**src/rtl/mole_scheduler_if.sv**
```systemverilog
// Whack-a-mole scheduler bus: start/LFSR/hit inputs, mole/score outputs.
// master = game top/bench, slave = mole_scheduler.
interface mole_scheduler_if #(
  parameter int SCORE_W = 8
);
  logic               start;
  logic [2:0]         lfsr_state;
  logic [3:0]         hit;
  logic               lfsr_enable;
  logic [3:0]         mole;
  logic [2:0]         box_id;
  logic [SCORE_W-1:0] score;
  logic [SCORE_W-1:0] misses;
  logic [7:0]         moles_left;
  logic               game_over;

  modport master (
    output start, lfsr_state, hit,
    input  lfsr_enable, mole, box_id,
    input  score, misses, moles_left, game_over
  );

  modport slave (
    input  start, lfsr_state, hit,
    output lfsr_enable, mole, box_id,
    output score, misses, moles_left, game_over
  );
endinterface

```
**src/rtl/mole_scheduler.sv**
```systemverilog
// Mole scheduler: picks a box from lfsr_3bit, shows it, scores hits/misses.
// Ports: clk, reset (async, active-high), bus (mole_scheduler_if.slave).
module mole_scheduler #(
  parameter int UP_CYCLES  = 25_000_000,
  parameter int GAP_CYCLES = 12_500_000,
  parameter int ROUND_LEN  = 20,
  parameter int SCORE_W    = 8
) (
  input  logic clk,
  input  logic reset,
  mole_scheduler_if.slave bus
);

  localparam int MAXC =
    (UP_CYCLES > GAP_CYCLES) ? UP_CYCLES : GAP_CYCLES;
  localparam int TW = (MAXC > 1) ? $clog2(MAXC) : 1;

  localparam logic [TW-1:0] UP_LD  = TW'(UP_CYCLES - 1);
  localparam logic [TW-1:0] GAP_LD = TW'(GAP_CYCLES - 1);
  localparam logic [7:0]    RLEN   = 8'(ROUND_LEN);

  localparam logic [2:0] S_IDLE   = 3'd0;
  localparam logic [2:0] S_GAP    = 3'd1;
  localparam logic [2:0] S_PICK   = 3'd2;
  localparam logic [2:0] S_SAMPLE = 3'd3;
  localparam logic [2:0] S_UP     = 3'd4;
  localparam logic [2:0] S_DONE   = 3'd5;

  logic [2:0]         state_q, state_d;
  logic [TW-1:0]      timer_q, timer_d;
  logic [2:0]         box_q, box_d;
  logic [2:0]         prev_q, prev_d;
  logic [SCORE_W-1:0] score_q, score_d;
  logic [SCORE_W-1:0] miss_q, miss_d;
  logic [7:0]         left_q, left_d;

  logic [2:0] pick_box;
  logic [3:0] mole_vec;
  logic       hit_ok;
  logic       end_mole;

  // Non-uniform map: box 1 gets three codes, box 2 two.
  always_comb begin
    pick_box = 3'd0;
    case (bus.lfsr_state)
      3'b001, 3'b010, 3'b100: pick_box = 3'd1;
      3'b011, 3'b101:         pick_box = 3'd2;
      3'b110:                 pick_box = 3'd3;
      3'b111:                 pick_box = 3'd4;
      default:                pick_box = 3'd0;
    endcase
  end

  always_comb begin
    mole_vec = 4'b0000;
    unique case (1'b1)
      (box_q == 3'd1): mole_vec = 4'b0001;
      (box_q == 3'd2): mole_vec = 4'b0010;
      (box_q == 3'd3): mole_vec = 4'b0100;
      (box_q == 3'd4): mole_vec = 4'b1000;
      default:         mole_vec = 4'b0000;
    endcase
  end

  assign hit_ok = |(bus.hit & mole_vec);

  always_comb begin
    state_d  = state_q;
    timer_d  = timer_q;
    box_d    = box_q;
    prev_d   = prev_q;
    score_d  = score_q;
    miss_d   = miss_q;
    left_d   = left_q;
    end_mole = 1'b0;
    case (state_q)
      S_IDLE, S_DONE: begin
        if (bus.start) begin
          score_d = '0;
          miss_d  = '0;
          left_d  = RLEN;
          timer_d = GAP_LD;
          state_d = S_GAP;
        end
      end
      S_GAP: begin
        if (timer_q == '0) state_d = S_PICK;
        else               timer_d = timer_q - 1'b1;
      end
      S_PICK: state_d = S_SAMPLE;
      S_SAMPLE: begin
        // Re-pick on invalid code or a repeat of the last box.
        if (pick_box == 3'd0 || pick_box == prev_q) begin
          state_d = S_PICK;
        end else begin
          box_d   = pick_box;
          prev_d  = pick_box;
          timer_d = UP_LD;
          state_d = S_UP;
        end
      end
      S_UP: begin
        // A hit wins over a timeout in the same cycle.
        if (hit_ok) begin
          if (score_q != '1) score_d = score_q + 1'b1;
          end_mole = 1'b1;
        end else if (timer_q == '0) begin
          if (miss_q != '1) miss_d = miss_q + 1'b1;
          end_mole = 1'b1;
        end else begin
          timer_d = timer_q - 1'b1;
        end
        if (end_mole) begin
          box_d  = 3'd0;
          left_d = left_q - 1'b1;
          if (left_q == 8'd1) begin
            state_d = S_DONE;
          end else begin
            timer_d = GAP_LD;
            state_d = S_GAP;
          end
        end
      end
      default: state_d = S_IDLE;
    endcase
  end

  always_ff @(posedge clk or posedge reset) begin
    if (reset) begin
      state_q <= S_IDLE;
      timer_q <= '0;
      box_q   <= 3'd0;
      prev_q  <= 3'd0;
      score_q <= '0;
      miss_q  <= '0;
      left_q  <= 8'd0;
    end else begin
      state_q <= state_d;
      timer_q <= timer_d;
      box_q   <= box_d;
      prev_q  <= prev_d;
      score_q <= score_d;
      miss_q  <= miss_d;
      left_q  <= left_d;
    end
  end

  assign bus.lfsr_enable = (state_q == S_PICK);
  assign bus.mole        = mole_vec;
  assign bus.box_id      = box_q;
  assign bus.score       = score_q;
  assign bus.misses      = miss_q;
  assign bus.moles_left  = left_q;
  assign bus.game_over   = (state_q == S_DONE);

endmodule

```
**src/flat_wrapper.sv**
```systemverilog
// flat-port wrapper written by rule: the top's interface ports become plain ports
module mole_scheduler_flat 
#(
  parameter int UP_CYCLES  = 25_000_000,
  parameter int GAP_CYCLES = 12_500_000,
  parameter int ROUND_LEN  = 20,
  parameter int SCORE_W    = 8
)
  (clk, reset, bus_start, bus_lfsr_state, bus_hit, bus_lfsr_enable, bus_mole, bus_box_id, bus_score, bus_misses, bus_moles_left, bus_game_over);
  mole_scheduler_if #(.SCORE_W(SCORE_W)) bus_i ();
  input  logic clk;
  input  logic reset;
  input wire logic [$bits(bus_i.start)-1:0] bus_start;
  input wire logic [$bits(bus_i.lfsr_state)-1:0] bus_lfsr_state;
  input wire logic [$bits(bus_i.hit)-1:0] bus_hit;
  output wire logic [$bits(bus_i.lfsr_enable)-1:0] bus_lfsr_enable;
  output wire logic [$bits(bus_i.mole)-1:0] bus_mole;
  output wire logic [$bits(bus_i.box_id)-1:0] bus_box_id;
  output wire logic [$bits(bus_i.score)-1:0] bus_score;
  output wire logic [$bits(bus_i.misses)-1:0] bus_misses;
  output wire logic [$bits(bus_i.moles_left)-1:0] bus_moles_left;
  output wire logic [$bits(bus_i.game_over)-1:0] bus_game_over;
  assign bus_i.start = bus_start;
  assign bus_i.lfsr_state = bus_lfsr_state;
  assign bus_i.hit = bus_hit;
  assign bus_lfsr_enable = bus_i.lfsr_enable;
  assign bus_mole = bus_i.mole;
  assign bus_box_id = bus_i.box_id;
  assign bus_score = bus_i.score;
  assign bus_misses = bus_i.misses;
  assign bus_moles_left = bus_i.moles_left;
  assign bus_game_over = bus_i.game_over;
  mole_scheduler #(.UP_CYCLES(UP_CYCLES), .GAP_CYCLES(GAP_CYCLES), .ROUND_LEN(ROUND_LEN), .SCORE_W(SCORE_W)) u_core (.clk(clk), .reset(reset), .bus(bus_i));
endmodule
```
**config.mk**
```make
export PLATFORM = sky130hd
export DESIGN_NAME = mole_scheduler_flat
export DESIGN_NICKNAME = d
export VERILOG_FILES = /design/src/rtl/mole_scheduler_if.sv /design/src/rtl/mole_scheduler.sv /design/src/flat_wrapper.sv
export SDC_FILE = /design/constraint.sdc
export NUM_CORES = 1
export LEC_CHECK = 0
export CAP_MARGIN = 20
export CORE_MARGIN = 2
export CORE_UTILIZATION = 57
export CTS_CLUSTER_DIAMETER = 100
export CTS_CLUSTER_SIZE = 20
export DETAILED_ROUTE_END_ITERATION = 7
export HOLD_SLACK_MARGIN = 0.1
export PLACE_DENSITY = 0.89
export SLEW_MARGIN = 20
export SYNTH_ARGS = -nofsm -noshare
export SYNTH_HDL_FRONTEND = slang
export SYNTH_SLANG_ARGS = --single-unit
```
**constraint.sdc**
```tcl
create_clock -name clk -period 2.91 [get_ports clk]
set_input_delay 0.291 -clock clk [delete_from_list [all_inputs] [get_ports clk]]
set_output_delay 0.291 -clock clk [all_outputs]
set_load 0.02 [all_outputs]
```
# Word-level counts from Yosys, hierarchy flattened
# Cells that the tools add are included.
[classes]
eq_ne = 29
n_bitwise = 2
addsub = 4
reduce_logical = 18
n_mux = 32
[op_table]
columns = ["cell", "n"]
rows = [
  ["25-bit two-way mux", 6],
  ["25-bit case mux with 4 select lines", 1],
  ["8-bit two-way mux", 8],
  ["8-bit case mux with 2 select lines", 3],
  ["25-bit zero test", 1],
  ["25-bit by 1-bit subtractor with 25-bit output, second input constant", 1],
  ["3-bit == test, second input constant", 7],
  ["3-bit two-way mux", 7],
  ["3-bit by 2-bit == test with 1-bit output, second input constant", 6],
  ["8-bit by 1-bit adder with 8-bit output, second input constant", 2],
  ["8-bit inequality test, second input constant", 2],
  ["4-bit case mux with 4 select lines", 1],
  ["3-bit case mux with 5 select lines", 1],
  ["2-bit by 1-bit inequality test with 1-bit output, second input constant", 6],
  ["3-bit case mux with 4 select lines", 1],
  ["3-bit AND reduction", 4],
  ["3-bit by 1-bit == test with 1-bit output, second input constant", 3],
  ["8-bit by 1-bit == test with 1-bit output, second input constant", 1],
  ["8-bit by 1-bit subtractor with 8-bit output, second input constant", 1],
  ["3-bit zero test", 2],
  ["2-bit inequality test, second input constant", 3],
  ["3-bit case mux with 2 select lines", 1],
  ["5-bit AND reduction", 1],
  ["4-bit AND", 1],
  ["other kinds (11)", 15],
]
[totals]
reg_bits = 58

# Depth between registers and ports, before layout
[depth]
ltp_word = 8
depth_mapped = 10
depth_no_buf = 8

# Worst setup path before layout
# No wires, ideal clock.
[synth_timing]
kind = "register to register"
startpoint = "register u_core.left_q[3], in the netlist u_core.bus.moles_left[3]"
endpoint = "register u_core.timer_q[21]"
setup_slack_ns = 0.313
setup_ns = 0.137
n_path_buf = 1
period_less_slack_ns = 2.597
path_stages_with_launch = 8
t_arrival_ns = 2.460
cell_sequence = "dfrtp_1 > or4_1 > or4b_1 > clkbuf_1 > o21ai_2 > a21oi_1 > o41ai_1 > o31ai_1"
[synth_via]
elab_chain_len = 4
[synth_rtl]
columns = ["element", "line", "text"]
rows = [
  ["start, declared", "mole_scheduler.sv:35", "logic [7:0] left_q, left_d;"],
  ["start signal, assigned", "mole_scheduler.sv:144", "left_q <= left_d;"],
  ["8-bit by 1-bit == test with 1-bit output", "mole_scheduler.sv:116", "if (left_q == 8'd1) begin"],
  ["25-bit two-way mux", "mole_scheduler.sv:116", ""],
  ["25-bit two-way mux", "mole_scheduler.sv:113", "if (end_mole) begin"],
  ["25-bit case mux with 4 select lines", "mole_scheduler.sv:76", "case (state_q)"],
  ["end signal, assigned", "mole_scheduler.sv:139", "timer_q <= timer_d;"],
  ["end, declared", "mole_scheduler.sv:30", "logic [TW-1:0] timer_q, timer_d;"],
]
# Every way passes these cells.
# A chain may end at the register's enable or synchronous reset.

# Worst setup path after layout
[layout_timing]
startpoint = "register u_core.left_q[3], in the netlist u_core.bus.moles_left[3]"
endpoint = "register u_core.timer_q[11]"
# The elaborated chain is that of the path after synthesis.

==> impl_metrics.yaml <==
grt:
  grt_use_total_pct: 31.1
  grt_antenna_before_repair: 0
  grt_pass1_vias: 3771
  grt_overflow: 0
  grt_max_degree: 35
  grt_pass1_wl_um: 18300
power:
  ir_drop_v: 0.000672
  switching_share_pct: 43.6
  p_leak_uw: 0.00183
  pwr-share-comb_pct: 50.3
  p_int_uw: 2610
  powerDensity_mw_per_mm2: 974
  p_sw_uw: 2020
  seqPwrFrac_pct: 29.3
  total_power_uw: 4630
  clkPwrFrac_pct: 20.4
floorplanning:
  start_util_pct: 59.8
  rows: 29
  die_area_mm2: 0.00745
  coreArea_mm2: 0.00646
  fp.dieW_um: 86.3
  io_pins: 43
  die-height_um: 86.3
clock_network:
  cts_tree: "done"
  clk_pin_slew_ns: 0.07
  cts.sinks: 58
  cts_setup_buffers: 0
  cts_resized: 0
  htreeDepth: 3
  cts_buffers: 9
  cts_hold_buf: 0
  clk_path_buf_depth: 2
  clk_latency_ns: 0.34
  cts-root-buf: "clkbuf_8"
routing:
  wire_per_inst_um: 18.9
  antenna_left: 0
  dr.pass1.iters: 4
  vias: 4028
  vias_per_cell: 6.90
  wl_um: 11000
  drc: 0
  drt_iter0_markers: 338
setup_path:
  start_kind: "flip-flop"
  path_class: "flip-flop to flip-flop"
  cp_max_fo: 7
  r2r_slack_ns: 0.12
  critPathArrivalTime_ns: 3.02
  endpoint_kind: "flip-flop"
  worstPathRequired_ns: 3.14
logic_synthesis:
  syn_nets: 462
  ys_warn_count: 0
  synth_edf_count: 0
  synth-seq-area-share_pct: 37.6
  syn_inst: 446
  async_flop_share_pct: 100
  synth_area_mm2: 0.00386
  ys_ff_latch: 58
  avgSynthCellArea_um2: 8.65
  netlist-cell-type-count: 67
  yosys_most_used_dff: "dfrtp_1"
timing:
  layout_min_cycle_time_ns: 2.79
  setup_viol: 0
  tightest_slew_ns: 0.866
  hold_ws_ns: 0.330
  report.final.slew_viol_count: 0
  relSlewSlack_pct: 41.9
  final-hold-violation-count: 0
  finalClockSkew_ns: 0.00741
  fin_tns_setup_ns: 0
  finalCritPeriodShare_pct: 95.9
  fmaxAchievable_mhz: 358
  rsz0062_at_grt: "no"
cells_and_area:
  drive_gt1_share_pct: 13.0
  diodes: 0
  fin_nets: 518
  layout_common_cells: "dfrtp_1, clkdlybuf4s50_1, a21oi_1"
  syn2layout_area_growth_pct: 23.1
  final_common_cell: "dfrtp_1"
  final_util_pct: 73.6
  design_area_mm2: 0.00475
placed_design:
  hpwl_um: 7830
  postPlaceCellArea_mm2: 0.00450
  place.gp.congestion: 0.946
  port_buffers: 42
outcome:
  status: "complete, no violations"
worst_hold_path:
  hp-class: "input pin to asynchronous set/reset pin"
flow_run:
  drv_cap: 0
-- cells in the mapped netlist (all sizes together), types with 4 or more instances --
cell    number  area, µm²
nor3        19        116
inv         17       63.8
or4         14        105
or3         16        100
o21ai       31        159
a21o         6       45.0
nor2        30        115
dfrtp       58       1450
a211oi       6       50.1
o22ai        5       31.3
ha           6       75.1
mux2         4       45.0
a22o        10       87.6
clkbuf      22       82.6
o31ai       20        150
a21oi       32        164
nand4        9       77.6
nor2b        4       25.0
nand2       30        113
o211ai       6       45.0
nand3       16       80.1
buf          4       26.3
a31oi       12       75.1
and3         6       37.5
nor4         8       71.3
-- power groups by stage --
stage          Clock [µW]  Sequential, µW  Combinational (µW)
2_1_floorplan           0            1310                1500
3_3_place_gp            0            1340                2190
3_5_place_dp            0            1350                2260
4_1_cts               951            1340                2280
5_1_grt               993            1390                2520
6_report              946            1360                2330
-- final cells by class --
| type | count | area [µm²] |
|---|---|---|
| multi-input combinational | 345 | 2240 |
| fill | 468 | 1710 |
| sequential | 58 | 1450 |
| timing repair buffer | 71 | 651 |
| clock buffer | 12 | 155 |
| clock inverter | 4 | 97.6 |
| tap | 77 | 96.3 |
| inverter | 17 | 63.8 |
-- through the flow --
| step | setup WS (ns) | instances |
|---|---|---|
| after floorplan | 0.313 | 446 |
| after global placement | 0.166 | 568 |
| after detailed placement | 0.0815 | 568 |
| after CTS | 0.164 | 584 |
| after global routing | 0.0267 | 584 |
| final | 0.119 | 584 |
-- routing by layer --
metal,global-route usage [%],up-vias,wire [µm]
li1,-,1832,-
met1,42.9,1914,4460
met2,47.9,244,5160
met3,6.19,38,1130
met4,13.8,0,282
met5,0,-,0
-- registers in the layout, summed over array words and instances, names as in the netlist --
name and cells:
u_core.bus.box_id 3, u_core.bus.misses 8, u_core.bus.moles_left 8, u_core.bus.score 8
u_core.prev_q 3, u_core.state_q 3, u_core.timer_q 25
-- critical path: stages (launching register included) --
cell and delay [ns]:
dfrtp_1 0.39, or4_1 0.55, buf_4 0.16, nor4b_1 0.33
buf_4 0.21, nor4_1 0.06, o21ai_0 0.39, buf_4 0.24
o21ai_0 0.11, a22o_1 0.24
-- worst paths after layout --
path                                                            from                               end  cells after the start
worst max register to register  u_core.bus.moles_left[3]$_DFFE_PP0P_    u_core.timer_q[11]$_DFFE_PP0P_                      9
max in group asynchronous                                      reset    u_core.timer_q[21]$_DFFE_PP0P_                      3
worst min register to register        u_core.timer_q[21]$_DFFE_PP0P_    u_core.timer_q[21]$_DFFE_PP0P_                      1
min in group clk                      u_core.timer_q[21]$_DFFE_PP0P_    u_core.timer_q[21]$_DFFE_PP0P_                      1
worst max-delay path            u_core.bus.moles_left[3]$_DFFE_PP0P_    u_core.timer_q[11]$_DFFE_PP0P_                      9
worst min-delay path                                           reset  u_core.bus.misses[6]$_DFFE_PP0P_                      2
-- cells by family (layout without fill, tap and decap cells) --
family / after synthesis / count (layout) / synth area share [%]
fa+ha+maj: 7 / 7 / 2.20
xor+xnor: 4 / 4 / 0.908
compound gates: 153 / 153 / 26.6
flops: 58 / 58 / 37.6
simple gates: 176 / 176 / 26.8
buf+inv: 43 / 104 / 4.47
mux: 5 / 5 / 1.43
Power figures use the tool's default switching activity.
